**src/rtl/env_pkg.sv**
```systemverilog
// Shared types and default constants for the ADSR amplitude envelope.
// Latency: none (declarations only).
// Backpressure: none (declarations only).
package env_pkg;

   typedef enum logic [2:0] {
      S_IDLE    = 3'd0,
      S_ATTACK  = 3'd1,
      S_DECAY   = 3'd2,
      S_SUSTAIN = 3'd3,
      S_RELEASE = 3'd4
   } env_state_t;

   localparam int G_DEF            = 8;
   localparam int ATTACK_STEP_DEF  = 4;
   localparam int DECAY_STEP_DEF   = 1;
   localparam int SUSTAIN_LVL_DEF  = 192;
   localparam int RELEASE_STEP_DEF = 2;
   localparam int GAIN_MAX         = (1 << G_DEF) - 1;

endpackage

```
**src/rtl/adsr_envelope_if.sv**
```systemverilog
// Sample/control bundle between sine generator, sequencer and envelope stage.
// Latency: none (wiring only).
// Backpressure: none; samples are strobed by fs_clk and never stalled.
interface adsr_envelope_if #(
   parameter int N = 8,
   parameter int G = 8
);
   logic         fs_clk;
   logic         note_on;
   logic         note_off;
   logic [N-1:0] pos_in;
   logic [N-1:0] neg_in;
   logic [N-1:0] pos_out;
   logic [N-1:0] neg_out;
   logic [G-1:0] gain;
   logic         active;

   // Driver side: sequencer and sine generator
   modport master (
      output fs_clk, note_on, note_off, pos_in, neg_in,
      input  pos_out, neg_out, gain, active
   );

   // Envelope side
   modport slave (
      input  fs_clk, note_on, note_off, pos_in, neg_in,
      output pos_out, neg_out, gain, active
   );
endinterface

```
**src/rtl/env_scale.sv**
```systemverilog
// Registered sample scaler: out = (sample * gain) >> G, truncated.
// Latency: one clk after the enable strobe; output held between strobes.
// Backpressure: none; every enabled cycle loads a new result.
module env_scale #(
   parameter int N = 8,
   parameter int G = 8
) (
   input  logic         clk,
   input  logic         reset,
   input  logic         en,
   input  logic [N-1:0] sample,
   input  logic [G-1:0] gain,
   output logic [N-1:0] scaled
);

   logic [N+G-1:0] prod;

   assign prod = {{G{1'b0}}, sample} * {{N{1'b0}}, gain};

   // Keep the upper N bits of the product on each sample strobe
   always_ff @(posedge clk) begin
      if (reset)
         scaled <= '0;
      else if (en)
         scaled <= prod[N+G-1:G];
   end

endmodule

```
**src/rtl/adsr_envelope.sv**
```systemverilog
// ADSR envelope: steps an 8-bit gain on fs_clk and scales both half-waves by it.
// Latency: one clk from fs_clk to new pos_out/neg_out; events act on the next edge.
// Backpressure: none; note_on/note_off pulses are always accepted or ignored in one clk.
module adsr_envelope
   import env_pkg::*;
#(
   parameter int N            = 8,
   parameter int G            = G_DEF,
   parameter int ATTACK_STEP  = ATTACK_STEP_DEF,
   parameter int DECAY_STEP   = DECAY_STEP_DEF,
   parameter int SUSTAIN_LVL  = SUSTAIN_LVL_DEF,
   parameter int RELEASE_STEP = RELEASE_STEP_DEF
) (
   input logic              clk,
   input logic              reset,
   adsr_envelope_if.slave   bus
);

   // Arithmetic is carried in G+1 bits so saturation and floor checks cannot wrap
   localparam logic [G:0]   GMAX_W    = (G+1)'((1 << G) - 1);
   localparam logic [G:0]   A_STEP_W  = (G+1)'(ATTACK_STEP);
   localparam logic [G:0]   DEC_FLOOR = (G+1)'(SUSTAIN_LVL + DECAY_STEP);
   localparam logic [G:0]   R_STEP_W  = (G+1)'(RELEASE_STEP);
   localparam logic [G-1:0] D_STEP_G  = G'(DECAY_STEP);
   localparam logic [G-1:0] R_STEP_G  = G'(RELEASE_STEP);
   localparam logic [G-1:0] SUS_G     = G'(SUSTAIN_LVL);
   localparam logic [G-1:0] GMAX_G    = G'((1 << G) - 1);

   env_state_t   state, state_nxt;
   logic [G-1:0] gain_q, gain_nxt;
   logic         active_q, active_nxt;
   logic [G:0]   wide, sum;
   logic         rel_ok;

   assign wide   = {1'b0, gain_q};
   assign sum    = wide + A_STEP_W;
   assign rel_ok = (state == S_ATTACK) || (state == S_DECAY) || (state == S_SUSTAIN);

   // State, gain and activity registers
   always_ff @(posedge clk) begin
      if (reset) begin
         state    <= S_IDLE;
         gain_q   <= '0;
         active_q <= 1'b0;
      end else begin
         state    <= state_nxt;
         gain_q   <= gain_nxt;
         active_q <= active_nxt;
      end
   end

   // Events pre-empt gain stepping; stepping only happens on quiet strobes
   always_comb begin
      state_nxt = state;
      gain_nxt  = gain_q;
      if (bus.note_on) begin
         state_nxt = S_ATTACK;
      end else if (bus.note_off && rel_ok) begin
         state_nxt = S_RELEASE;
      end else if (bus.fs_clk) begin
         case (state)
            S_ATTACK: begin
               if (sum >= GMAX_W) begin
                  gain_nxt  = GMAX_G;
                  state_nxt = S_DECAY;
               end else begin
                  gain_nxt  = sum[G-1:0];
               end
            end
            S_DECAY: begin
               if (wide <= DEC_FLOOR) begin
                  gain_nxt  = SUS_G;
                  state_nxt = S_SUSTAIN;
               end else begin
                  gain_nxt  = gain_q - D_STEP_G;
               end
            end
            S_RELEASE: begin
               if (wide <= R_STEP_W) begin
                  gain_nxt  = '0;
                  state_nxt = S_IDLE;
               end else begin
                  gain_nxt  = gain_q - R_STEP_G;
               end
            end
            S_IDLE:    gain_nxt = '0;
            default:   gain_nxt = gain_q;
         endcase
      end
   end

   // Activity flag tracks the state being entered so it lines up with state
   always_comb begin
      active_nxt = (state_nxt != S_IDLE);
   end

   assign bus.gain   = gain_q;
   assign bus.active = active_q;

   env_scale #(.N(N), .G(G)) u_scale_pos (
      .clk    (clk),
      .reset  (reset),
      .en     (bus.fs_clk),
      .sample (bus.pos_in),
      .gain   (gain_q),
      .scaled (bus.pos_out)
   );

   env_scale #(.N(N), .G(G)) u_scale_neg (
      .clk    (clk),
      .reset  (reset),
      .en     (bus.fs_clk),
      .sample (bus.neg_in),
      .gain   (gain_q),
      .scaled (bus.neg_out)
   );

endmodule

```
**src/flat_wrapper.sv**
```systemverilog
// flat-port wrapper written by rule: the top's interface ports become plain ports
module adsr_envelope_flat import env_pkg::*;
#(
   parameter int N            = 8,
   parameter int G            = G_DEF,
   parameter int ATTACK_STEP  = ATTACK_STEP_DEF,
   parameter int DECAY_STEP   = DECAY_STEP_DEF,
   parameter int SUSTAIN_LVL  = SUSTAIN_LVL_DEF,
   parameter int RELEASE_STEP = RELEASE_STEP_DEF
)
  (clk, reset, bus_fs_clk, bus_note_on, bus_note_off, bus_pos_in, bus_neg_in, bus_pos_out, bus_neg_out, bus_gain, bus_active);
  adsr_envelope_if #(.N(N), .G(G)) bus_i ();
  input logic clk;
  input logic reset;
  input wire logic [$bits(bus_i.fs_clk)-1:0] bus_fs_clk;
  input wire logic [$bits(bus_i.note_on)-1:0] bus_note_on;
  input wire logic [$bits(bus_i.note_off)-1:0] bus_note_off;
  input wire logic [$bits(bus_i.pos_in)-1:0] bus_pos_in;
  input wire logic [$bits(bus_i.neg_in)-1:0] bus_neg_in;
  output wire logic [$bits(bus_i.pos_out)-1:0] bus_pos_out;
  output wire logic [$bits(bus_i.neg_out)-1:0] bus_neg_out;
  output wire logic [$bits(bus_i.gain)-1:0] bus_gain;
  output wire logic [$bits(bus_i.active)-1:0] bus_active;
  assign bus_i.fs_clk = bus_fs_clk;
  assign bus_i.note_on = bus_note_on;
  assign bus_i.note_off = bus_note_off;
  assign bus_i.pos_in = bus_pos_in;
  assign bus_i.neg_in = bus_neg_in;
  assign bus_pos_out = bus_i.pos_out;
  assign bus_neg_out = bus_i.neg_out;
  assign bus_gain = bus_i.gain;
  assign bus_active = bus_i.active;
  adsr_envelope #(.N(N), .G(G), .ATTACK_STEP(ATTACK_STEP), .DECAY_STEP(DECAY_STEP), .SUSTAIN_LVL(SUSTAIN_LVL), .RELEASE_STEP(RELEASE_STEP)) u_core (.clk(clk), .reset(reset), .bus(bus_i));
endmodule
```
**config.mk**
```make
export PLATFORM = sky130hd
export DESIGN_NAME = adsr_envelope_flat
export DESIGN_NICKNAME = d
export VERILOG_FILES = /design/src/rtl/env_pkg.sv /design/src/rtl/adsr_envelope_if.sv /design/src/rtl/env_scale.sv /design/src/rtl/adsr_envelope.sv /design/src/flat_wrapper.sv
export SDC_FILE = /design/constraint.sdc
export NUM_CORES = 1
export LEC_CHECK = 0
export CAP_MARGIN = 20
export CORE_MARGIN = 8
export CORE_UTILIZATION = 52
export DETAILED_ROUTE_END_ITERATION = 8
export PLACE_DENSITY = 0.78
export SLEW_MARGIN = 30
export SYNTH_ARGS = -nofsm -noshare
export SYNTH_HDL_FRONTEND = slang
export SYNTH_SLANG_ARGS = --single-unit
```
**constraint.sdc**
```tcl
create_clock -name clk -period 5.8 [get_ports clk]
set_clock_uncertainty 0.2 [all_clocks]
set_input_delay 1.16 -clock clk [delete_from_list [all_inputs] [get_ports clk]]
set_output_delay 1.16 -clock clk [all_outputs]
set_load 0.03 [all_outputs]
```
==> flow_metrics.env <==
export IMPL_grt_pass1_vias=5152
export IMPL_drive_gt1_share_pct=11.2
export IMPL_pin_count=46
export IMPL_critPathCaptureType="register"
export IMPL_hp_start="u_core.u_scale_neg.scaled[5]"
export IMPL_area_growth_pct=19.1
export IMPL_peakVddDrop_mv=0.132
export IMPL_portBuffers=45
export IMPL_p_leak_nw=3.43
export IMPL_tritoncts="yes"
export IMPL_final_net_count=890
export IMPL_worst_pin_slew_ns=0.883
export IMPL_yosys_most_used_dff="dfxtp_1"
export IMPL_syn_num_nets=821
export IMPL_start_kind="primary input"
export IMPL_worst_path_max_delay_cell="fa_1"
export IMPL_routed_top_layer="met4"
export IMPL_fin_crit_sh_pct=98.5
export IMPL_cts_clk_slew_worst_paths_ns=0.09
export IMPL_yosysWarnings=0
export IMPL_grt_overflow=0
export IMPL_place_gp_congestion=0.881
export IMPL_num_antenna_cells=0
export IMPL_required_ns=5.77
export IMPL_dp_slack_ns=-0.487
export IMPL_drtPass1Iterations=4
export IMPL_ys_ff_latch=28
export IMPL_worstSkewPairLatency_ns=0.29
export IMPL_dp_hpwl_um=11400
export IMPL_routedWlPerCell_um=16.6
export IMPL_drc_errors=0
export IMPL_wl_met3_um=725
export IMPL_critPathArrivalTime_ns=5.68
export IMPL_path_cells="clkdlybuf4s50_1 > and2_4 > fa_1 > fa_1 > fa_1 > inv_1 > fa_1 > inv_1 > ha_1 > and3_1 > a221oi_2 > buf_4 > nand2_2 > a31oi_2 > xor2_1 > o21ai_1"
export IMPL_hold_viol=0
export IMPL_die_w_um=119
export IMPL_synth_enable_flop_cells=0
export IMPL_synthesis_area_um2=5570
export IMPL_syn_instance_count=653
export IMPL_status="finished, final reports clean"
export IMPL_maxSlewHeadroom_pct=41.1
export IMPL_tns_ns=0
export IMPL_cts_inserted_buffers=3
export IMPL_grt_max_degree=34
export IMPL_critPathKind="primary input to register"
export IMPL_vias=4870
export IMPL_grt_util_all_layers_pct=20.6
export IMPL_grt_pass1_wl_um=24600
export IMPL_fp_dieArea_um2=14300
export IMPL_dr_first_iter_drc_count=298
export IMPL_placementRows=37
export IMPL_cts_sinks=28
export IMPL_routed_wl_um=14300
export IMPL_path_max_fanout=4
export IMPL_fmax_ghz=0.175
export IMPL_min_delay_path_depth=2
export IMPL_dp_cells=852
export IMPL_critPathLaunch="bus_neg_in[1]"
export IMPL_report_final_slew_viol_count=0
export IMPL_antenna_found_initial=0
export IMPL_crit_top_cell="fa_1"
export IMPL_die_y_um=119
export IMPL_cts_htree_levels=1
export IMPL_via_per_inst=5.68
export IMPL_min_path_type="register to register"
export IMPL_finalNonFillerCells=857
export IMPL_p_per_area_nw_per_um2=117
export IMPL_root_buffer="clkbuf_8"
export IMPL_p_total_uw=775
export IMPL_async_flop_share_pct=0
export IMPL_synthDistinctLibCells=66
export IMPL_avgSynthCellArea_um2=8.52
export IMPL_rr_startpoint="u_core.bus.gain[6]"
export IMPL_setup_viol=0
export IMPL_wl_met2_um=7080
export IMPL_met1Wirelength_um=6280
export IMPL_postRouteAntennaNets=0
export IMPL_clock_path_buffers=2
export IMPL_setup_slack_ns=0.0872
export IMPL_seq_area_frac_synth_pct=10.1
export IMPL_reg2reg_depth=14
export IMPL_core_um2=10400
export IMPL_finalCriticalPeriod_ns=5.71
export IMPL_maxCapViolCount=0
export IMPL_start_util_pct=53.7
export IMPL_slowest_delay_ns=0.57
-- synth_stat cells (12+ instances only) --
library cell,number,area share [%]
and2_1,97,11
inv_1,89,6.0
ha_1,77,17
fa_1,70,25
nand2_1,54,3.6
dfxtp_1,28,10
clkbuf_1,26,1.8
nor2_1,24,1.6
a21oi_1,17,1.5
o21ai_0,14,1.3
nor3_1,13,1.2
nand3_1,12,1.1
-- path summary, 6_finish.rpt --
kind,endpoint,slack [ns]
worst max-delay path,u_core.u_scale_neg.scaled[5],0.09
worst min-delay path,u_core.u_scale_neg.scaled[5],0.27
worst max register to register,u_core.u_scale_pos.scaled[6],0.64
worst min register to register,u_core.u_scale_neg.scaled[5],0.27
-- worst max-delay path: cells and delay by family --
| family | cells | cell delay (ns) |
|---|---|---|
| xor gates and xnor gates | 1 | 0.25 |
| adders and majority gates | 5 | 2.45 |
| buffers and inverters | 4 | 0.78 |
| AOI/OAI and AO/OA | 3 | 0.58 |
| and+or+nand+nor | 3 | 0.46 |
-- power by group --
part	total (mW)	leakage [nW]	switching [mW]	internal [mW]
Sequential	0.219	0.228	0.0155	0.204
Clock	0.158	0.0357	0.0655	0.0926
Combinational	0.398	3.17	0.223	0.174
Total	0.775	3.43	0.304	0.471
-- final cells by class --
cell class                      count  area (um2)
Sequential cell                    28         561
Timing Repair Buffer               93         831
Inverter                           90         338
Fill cell                         860        3740
Clock inverter                      1        30.0
Clock buffer                        3        41.3
Multi-Input combinational cell    506        4660
Tap cell                          136         170
-- flip-flops by register name, indices dropped and copies added, names as in the netlist --
signal and flops:
u_core.bus.active 1, u_core.state 3, u_core.u_scale_pos.scaled 8, u_core.bus.gain 8, u_core.u_scale_neg.scaled 8
-- layout by cell type (no fill, tap or decap), types with 8 or more instances in the layout --
master           count
nand2_1             53
buf_4               46
nor3_1              12
and2_1              91
ha_1                74
inv_1               88
a31oi_1              9
o21ai_0             14
fa_1                66
nor2_1              24
nand3_1             12
a21oi_1             16
xor2_1              11
clkdlybuf4s50_1     37
and3_1               8
dfxtp_1             28
a21o_1               8
-- cells by family after synthesis --
logic type,count (synthesis),synth area share [%]
mux,4,0.719
buf+inv,119,8.09
xor+xnor,14,2.20
fa+ha+maj,147,42.5
compound gates,102,12.8
flops,28,10.1
simple gates,239,23.6
-- stage by stage --
| stage | utilization [%] | hold WS, ns | cell area (um2) |
|---|---|---|---|
| 3_5_place_dp | 62.0 | 0.244 | 6430 |
| 6_report | 63.9 | 0.271 | 6630 |
| 2_1_floorplan | - | 0.371 | 5570 |
| 5_1_grt | 63.9 | 0.285 | 6630 |
| 3_3_place_gp | 62.0 | 0.243 | 6430 |
| 4_1_cts | 63.0 | 0.260 | 6530 |
-- metal layers --
metal  up-vias  global-route usage, %
li1       2302                      -
met4         0                   3.75
met5         -                      0
met1      2403                   27.1
met2       147                   35.2
met3        18                   3.02
-- timing repair --
action                                  4_1_cts  5_1_grt
endpoints found under the setup margin        3        9
buffers inserted                              0        1
pin swaps                                    14       18
hold buffers                                  0        0
gates resized for setup                       8       23
(Power assumes the default switching activity.)
